## src/rtl/sha256_w_mem_rollback_if.sv

```systemverilog
// Request/response bundle for the SHA-256 message-schedule rollback engine.
// The master side issues a window plus step count; the slave side returns the rewound window.
interface sha256_w_mem_rollback_if;
  logic         start;
  logic [5:0]   steps;
  logic [511:0] block_in;
  logic         busy;
  logic         done;
  logic [511:0] block_out;

  modport master (
    output start, steps, block_in,
    input  busy, done, block_out
  );

  modport slave (
    input  start, steps, block_in,
    output busy, done, block_out
  );
endinterface

```

## src/rtl/sha256_w_mem_rollback.sv

```systemverilog
// Rewinds a 16-word SHA-256 schedule window by N steps, one inverse step per clock.
// The window register is exported directly and is only guaranteed valid while done=1.
module sha256_w_mem_rollback (
  input  logic                      CLK,
  input  logic                      RST,
  sha256_w_mem_rollback_if.slave    bus
);

  typedef enum logic [1:0] {
    IDLE = 2'd0,
    RUN  = 2'd1,
    FIN  = 2'd2
  } state_t;

  state_t       state;
  logic [5:0]   cnt;
  logic [511:0] win;
  logic         busy_q;
  logic         done_q;

  logic [31:0]  x1, x9, x14, x16, r;
  logic [511:0] next_win;

  function automatic logic [31:0] sig0(input logic [31:0] x);
    return {x[6:0], x[31:7]} ^ {x[17:0], x[31:18]} ^ {3'b000, x[31:3]};
  endfunction

  function automatic logic [31:0] sig1(input logic [31:0] x);
    return {x[16:0], x[31:17]} ^ {x[18:0], x[31:19]} ^ {10'b0, x[31:10]};
  endfunction

  // NOTE: combinational logic uses blocking '=' and assigns every output on every path, so no latch is inferred.
  always_comb begin
    x1       = win[511:480];
    x9       = win[255:224];
    x14      = win[95:64];
    x16      = win[31:0];
    r        = x16 - sig0(x1) - x9 - sig1(x14);
    next_win = {r, win[511:32]};
  end

  // NOTE: sequential state uses non-blocking '<=' so every register samples pre-edge values.
  // NOTE: RST is synchronous: it is only observed on a rising CLK edge.
  always_ff @(posedge CLK) begin
    if (!RST) begin
      state  <= IDLE;
      cnt    <= '0;
      win    <= '0;
      busy_q <= 1'b0;
      done_q <= 1'b0;
    end else begin
      done_q <= 1'b0;
      case (state)
        IDLE: begin
          if (bus.start) begin
            win    <= bus.block_in;
            cnt    <= bus.steps;
            busy_q <= 1'b1;
            state  <= (bus.steps != 6'd0) ? RUN : FIN;
          end
        end
        RUN: begin
          win <= next_win;
          cnt <= cnt - 6'd1;
          if (cnt == 6'd1) begin
            state  <= IDLE;
            busy_q <= 1'b0;
            done_q <= 1'b1;
          end
        end
        FIN: begin
          state  <= IDLE;
          busy_q <= 1'b0;
          done_q <= 1'b1;
        end
        default: begin
          state  <= IDLE;
          busy_q <= 1'b0;
        end
      endcase
    end
  end

  assign bus.busy      = busy_q;
  assign bus.done      = done_q;
  assign bus.block_out = win;

endmodule

```

## src/flat_wrapper.sv

```systemverilog
// flat-port wrapper written by rule: the top's interface ports become plain ports
module sha256_w_mem_rollback_flat 
  (CLK, RST, bus_start, bus_steps, bus_block_in, bus_busy, bus_done, bus_block_out);
  sha256_w_mem_rollback_if bus_i ();
  input  logic CLK;
  input  logic RST;
  input wire logic [$bits(bus_i.start)-1:0] bus_start;
  input wire logic [$bits(bus_i.steps)-1:0] bus_steps;
  input wire logic [$bits(bus_i.block_in)-1:0] bus_block_in;
  output wire logic [$bits(bus_i.busy)-1:0] bus_busy;
  output wire logic [$bits(bus_i.done)-1:0] bus_done;
  output wire logic [$bits(bus_i.block_out)-1:0] bus_block_out;
  assign bus_i.start = bus_start;
  assign bus_i.steps = bus_steps;
  assign bus_i.block_in = bus_block_in;
  assign bus_busy = bus_i.busy;
  assign bus_done = bus_i.done;
  assign bus_block_out = bus_i.block_out;
  sha256_w_mem_rollback u_core (.CLK(CLK), .RST(RST), .bus(bus_i));
endmodule
```

## config.mk

```make
export PLATFORM = sky130hd
export DESIGN_NAME = sha256_w_mem_rollback_flat
export DESIGN_NICKNAME = d
export VERILOG_FILES = /design/src/rtl/sha256_w_mem_rollback_if.sv /design/src/rtl/sha256_w_mem_rollback.sv /design/src/flat_wrapper.sv
export SDC_FILE = /design/constraint.sdc
export NUM_CORES = 2
export LEC_CHECK = 0
export BUFFER_PORTS_ARGS = -buffer_cell sky130_fd_sc_hd__buf_2
export CORE_AREA = 2 2 399 401
export DETAILED_ROUTE_END_ITERATION = 8
export DIE_AREA = 0 0 401 403
export GPL_ROUTABILITY_DRIVEN = 0
export PLACE_DENSITY_LB_ADDON = 0.25
export SYNTH_ARGS = -nofsm -noshare
export SYNTH_HDL_FRONTEND = slang
export SYNTH_SLANG_ARGS = --single-unit
export TNS_END_PERCENT = 5
```

## constraint.sdc

```tcl
create_clock -name CLK -period 8.5 [get_ports CLK]
set_input_delay 0 -clock CLK [delete_from_list [all_inputs] [get_ports CLK]]
set_output_delay 0 -clock CLK [all_outputs]
set_load 0.01 [all_outputs]
```

After elaboration in Yosys (flattened, before gate mapping)
Cells that the tools add are included.
{ "classes": {"add_sub_neg": 4, "mul": 0, "n_div": 0, "order_cmp": 0, "n_eq_ne": 5, "shift": 0, "muxes": 13, "bitwise_logic": 4, "n_reduce_logical": 5} }
{ "ops": {"columns": ["op", "n"], "rows": [
  ["case mux 512 bit (2 select lines)", 1],
  ["2-to-1 mux 512 bit", 1],
  ["subtractor 32 bit", 3],
  ["bitwise XOR 32 bit", 2],
  ["bitwise XOR 32 x 22 -> 32 bit", 1],
  ["bitwise XOR 32 x 29 -> 32 bit", 1],
  ["case mux 6 bit (2 select lines)", 1],
  ["equality test 6 x 1 -> 1 bit (second input constant)", 1],
  ["2-to-1 mux 2 bit", 3],
  ["2-to-1 mux 6 bit", 1],
  ["nonzero test 6 bit", 1],
  ["subtractor 6 x 1 -> 6 bit (second input constant)", 1],
  ["case mux 1 bit (2 select lines)", 2],
  ["case mux 2 bit (2 select lines)", 1],
  ["AND reduction 2 bit", 2],
  ["2-to-1 mux 1 bit", 3],
  ["equality test 2 x 1 -> 1 bit (second input constant)", 1],
  ["equality test 2 bit (second input constant)", 1],
  ["logical NOT 2 bit", 1],
  ["inequality test 2 x 1 -> 1 bit (second input constant)", 1],
  ["inequality test 2 bit (second input constant)", 1],
  ["nonzero test 2 bit", 1]
]} }
{ "word_totals": {"reg_bits": 522, "latchBits": 0, "ram_bits": 0, "rom_bits": 0, "input_bits": 521, "out_inout_bits": 514, "word_cells": 36, "memories": 0} }

Longest topological paths before layout
{ "depth": {"ltp_word": 6, "ltp_mapped": 17, "mapped_depth_nobuf": 15} }

Least setup slack after synthesis
No wires, ideal clock.
{ "synth_timing": {"kind": "reg-to-reg", "start": "register u_core.win[88] (netlist: u_core.bus.block_out[88])", "end": "register u_core.win[510] (netlist: u_core.bus.block_out[510])", "setup_time_ns": 0.103, "arrival_time_ns": 4.072, "required_time_ns": 8.397, "path_slack_ns": 4.324, "stages_incl_launch_ff": 17, "n_path_buf": 1, "synth_period_minus_slack_ns": 4.176, "path_cell_list": "dfxtp_1 > clkbuf_1 > xor2_1 > xnor2_1 > fa_1 > inv_1 > fa_1 > inv_1 > ha_1 > and2_4 > a221o_1 > a221oi_2 > a2111oi_2 > nor4_4 > o211ai_2 > xnor2_1 > a2111oi_2"} }
{ "synth_between": {"elab_chain_cells": 4} }
{ "synth_rtl": {"columns": ["item", "line", "source"], "rows": [
  ["start: declaration", "sha256_w_mem_rollback.sv:17", "logic [511:0] win;"],
  ["start signal: assignment", "sha256_w_mem_rollback.sv:56", "win <= bus.block_in;"],
  ["start signal: assignment", "sha256_w_mem_rollback.sv:63", "win <= next_win;"],
  ["bitwise XOR 32 bit", "sha256_w_mem_rollback.sv:29", "return {x[16:0], x[31:17]} ^ {x[18:0], x[31:19]} ^ {10'b0, x[31:10]};"],
  ["bitwise XOR 32 x 22 -> 32 bit (*)", "sha256_w_mem_rollback.sv:29", null],
  ["subtractor 32 bit (*)", "sha256_w_mem_rollback.sv:38", "r = x16 - sig0(x1) - x9 - sig1(x14);"],
  ["case mux 512 bit (2 select lines) (*)", "sha256_w_mem_rollback.sv:53", "case (state)"]
]} }
Every way passes the cells marked *; elsewhere a longest branch is shown, timed or not.
A chain may end at the register's enable or synchronous reset.

Worst setup path in the final report
{ "layout_timing": {"start": "register u_core.win[90] (netlist: u_core.bus.block_out[90])", "end": "register u_core.win[506] (netlist: u_core.bus.block_out[506])"} }
The elaborated chain is that of the path after synthesis.

==> results list <==
- Status: completed
- Sequential cells account for 20.4% of the total power.
- In this run the remaining antenna-violating nets after routing total 0.
- Synthesis inferred 522 register bits.
- Final hold violation count: 0
- H-tree levels: 3
- The path class of the tightest hold or removal check is primary input to register.
- Vias in the first global route: 28160
- Cells with a size suffix above 1 make up 27.23% of the layout.
- Cell type with the largest total area after synthesis: sky130_fd_sc_hd__dfxtp_1
* Count of cells resized by post-cts repair: 0
- Net switching fraction of the power: 50.27%
* GRT overflow: 0
* Worst Path Arrival: 5.67 ns
- The count of buffers added on input and output ports is 1034.
* Startpoint types: register
- The number of antenna violations at the first check in global routing was 40.
- After the first detailed-routing iteration, the DRC count stood at approximately 2100.
- Maximum VDD drop: 0.4557 mV
* Top fanout value on the critical path: 6
- Share of the yosys chip area belonging to registers: a little under two fifths
- Area growth, synth to finish: 54.93%
* Clock-pin slew on the worst setup and hold paths: 0.07 ns
* Internal Power: around 9.2 mW
* Synth Area per Inst: 9.185 µm²
- Commonest cells after routing, fill and taps aside: 1034 x sky130_fd_sc_hd__buf_2, 534 x sky130_fd_sc_hd__dlygate4sd3_1, 532 x sky130_fd_sc_hd__nor2_1
* Required time at the endpoint of the critical path: 9.07 ns
- The critical path in this run is classified as register to register.
- Ranking of synthesized cells by area: sky130_fd_sc_hd__dfxtp_1 38%, sky130_fd_sc_hd__mux2i_1 18%, sky130_fd_sc_hd__a211oi_1 14%
- For this run, design rule violations remaining after detail routing come to 0.
- Setup violations remaining at the end of the flow were counted as 0.
* Number of buffers created by CTS: 75
- Net switching power figure: 9.275 mW
* Final Slew Violations: 0
* Period Utilization, post-route: about three fifths
- After layout, the worst setup slack is 3.398 ns.
- At the pin with the least slew margin, the transition time is approximately 1.2 ns.
* Critical path's slowest cell: sky130_fd_sc_hd__dlygate4sd3_1
- Crit path cell chain: xor2_1 -> xnor2_1 -> fa_1 -> inv_1 -> fa_1 -> inv_1 -> ha_1 -> and2_4 -> a221o_1 -> a221oi_2 -> a2111oi_2 -> nor4_4 -> o21bai_1 -> xnor2_1 -> o22ai_1 -> dlygate4sd3_1
* Layout Skew: 0.02860 ns
- The clock reaches the later pin of the worst-skew pair after ~0.68 ns.
- The die covers ~160000 µm².
- Clk Tree Root Cell: sky130_fd_sc_hd__clkbuf_16
- In this run the cell area of the synthesized design comes to 27330 µm².
- Summed over all nets, the half-perimeter wirelength after detailed placement is 139.2 mm.
- Average wire length per cell after detail routing: 26.67 µm
* Clock share of power: between 10% and 20%
* Post-synthesis instance total: 2976
* Initial Util: 17.36%
- Standby leakage power: 18.55 nW
- The first global-routing pass estimated 235.0 mm of wire.
- The die is about 400 µm wide.
- Critical Path End Type: register
- Final hold analysis gives a worst-case slack of 0.05862 ns.
- Number of different library cells in the post-synthesis netlist: 61
- TritonCTS built the clock tree.
* Count of clock tree sinks: 522
* Post-synth EDFFs: 0
- Pin count of the biggest net entering global routing: 215
- Counting I/O delays and the setup requirement, the final critical path takes 5.102 ns.
- GRT Total Usage: 20.75%
- In this design, the stage delay of the slowest critical-path cell is 0.58 ns.
- The library cell used most frequently in the layout, excluding fill and tap cells, is sky130_fd_sc_hd__buf_2.
- After the last flow step, the layout net total stands at 5011.
- Worst slack at placement: roughly 3.8 ns
* Share of Yosys cell area claimed by the top area cell type: 38.23%
- Relative contribution of combinational cells to total power: between 60% and 70%
- Std cell rows: 146
- In the synthesized netlist the dominant register cell turns out to be sky130_fd_sc_hd__dfxtp_1.
* Total power divided by cell area: 435.7 nW/µm²
- Total Wirelength: 174.3 mm
- Synth warnings: 0
- Setup total negative slack on the finished layout was measured at 0 ns.
* Number of detailed-route iterations in the first pass: 5
- Share of async-settable or async-resettable flops after synthesis: 0%
* I/O pin total: 1035
* Core Box Area: 157500 µm²
- Setup repair after global routing left no endpoint under its margin.
* Number of vias per cell: approximately 4.4
* Max-cap viol count: 0
- Die H: a little over 400 µm
- Summing over every cut layer, the via total after detailed routing is 28750.
- Worst relative slew slack: 19.28%
- Maximum number of buffers from clock root to sink: 3
- The number of nets handed over by synthesis was 3596.
- Static timing analysis puts the maximum clock frequency at 196.0 MHz.
[routing by layer]
layer	wire, µm	GRT usage, %	share of wire [%]
met1	73190	25.63	42
met4	5849	7.163	3.4
met5	247	0	0.14
met3	9570	3.783	5.5
met2	85470	36.03	49
[cell usage after synthesis, types with 6 or more instances]
| library cell | number |
|---|---|
| sky130_fd_sc_hd__nor2_1 | 532 |
| sky130_fd_sc_hd__dfxtp_1 | 522 |
| sky130_fd_sc_hd__a211oi_1 | 495 |
| sky130_fd_sc_hd__mux2i_1 | 493 |
| sky130_fd_sc_hd__clkbuf_1 | 239 |
| sky130_fd_sc_hd__inv_1 | 170 |
| sky130_fd_sc_hd__xnor2_1 | 83 |
| sky130_fd_sc_hd__fa_1 | 62 |
| sky130_fd_sc_hd__xor2_1 | 59 |
| sky130_fd_sc_hd__a21oi_1 | 53 |
| sky130_fd_sc_hd__ha_1 | 37 |
| sky130_fd_sc_hd__o21ai_0 | 31 |
| sky130_fd_sc_hd__nand2_1 | 29 |
| sky130_fd_sc_hd__a21o_1 | 17 |
| sky130_fd_sc_hd__buf_1 | 15 |
| sky130_fd_sc_hd__nand4_1 | 12 |
| sky130_fd_sc_hd__and3_1 | 10 |
| sky130_fd_sc_hd__nor3_1 | 10 |
| sky130_fd_sc_hd__buf_2 | 8 |
| sky130_fd_sc_hd__nand3_1 | 8 |
| sky130_fd_sc_hd__a31oi_1 | 7 |
| sky130_fd_sc_hd__or3_1 | 7 |
| sky130_fd_sc_hd__a41oi_1 | 6 |
[state kept, by name (all words and copies together), names as in the netlist]
| signal | count |
|---|---|
| u_core.bus.block_out | 512 |
| u_core.cnt | 6 |
| u_core.bus.busy | 1 |
| u_core.bus.done | 1 |
| u_core.state | 2 |
[cell type report]
type	count	area, µm²
diodes	19	47.55
clock buffers	106	2175
clock inverters	24	301.5
fillers	17140	115100
inverters	172	653.1
multi-input cells	2012	15200
flip-flops and latches	522	10450
well taps	2072	2592
repair buffers	1608	10930
[power by group through the flow]
| stage | registers, mW | logic [mW] | clock network [mW] |
|---|---|---|---|
| floorplan | 3.55 | 7.32 | 0 |
| detailed placement | 3.84 | 10.9 | 0 |
| finish | 3.77 | 11.4 | 3.26 |
| global placement | 3.81 | 11.0 | 0 |
| CTS | 3.79 | 11.3 | 3.37 |
| global route | 3.82 | 12.4 | 3.45 |
[final timing paths]
check	startpoint	endpoint	slack, ns	cells after the start
worst min register to register	u_core.cnt[4]	u_core.cnt[4]	0.49	2
worst max-delay path	u_core.bus.block_out[90]	u_core.bus.block_out[506]	3.40	16
worst max register to register	u_core.bus.block_out[90]	u_core.bus.block_out[506]	3.40	16
worst min-delay path	bus_block_in[450]	u_core.bus.block_out[450]	0.06	3
[logic make-up after synthesis]
group | count (synthesis) | synth area share (%)
xor+xnor | 142 | 4.550
fa+ha+maj | 99 | 6.234
flops | 522 | 38.23
compound gates | 655 | 17.50
buf+inv | 442 | 6.271
simple gates | 622 | 9.123
mux | 494 | 18.09
[through the flow]
stage	cell area [µm²]	std cells	power (mW)	util, %
6_report	42350	6535	18.45	26.90
5_1_grt	42330	6526	19.68	26.88
4_1_cts	42300	6516	18.43	26.86
3_5_place_dp	34480	5852	14.76	21.90
2_1_floorplan	27340	2976	10.87	-
3_3_place_gp	34480	5852	14.78	21.90
[critical path: cells and delay by family, from the launching register on]
kind,cells,cell delay (ns)
AO/OA/AOI/OAI,5,1.27
XOR/XNOR,3,0.61
adder cells (fa/ha/maj),3,1.35
buffers and inverters,3,0.68
flip-flops,1,0.57
AND/OR/NAND/NOR,2,0.53
[what timing repair did]
item,4_1_cts,5_1_grt
hold endpoints to repair,518,0
setup buffers,0,0
hold buffers,534,0
Note: power is estimated with default switching activity, not from simulation.
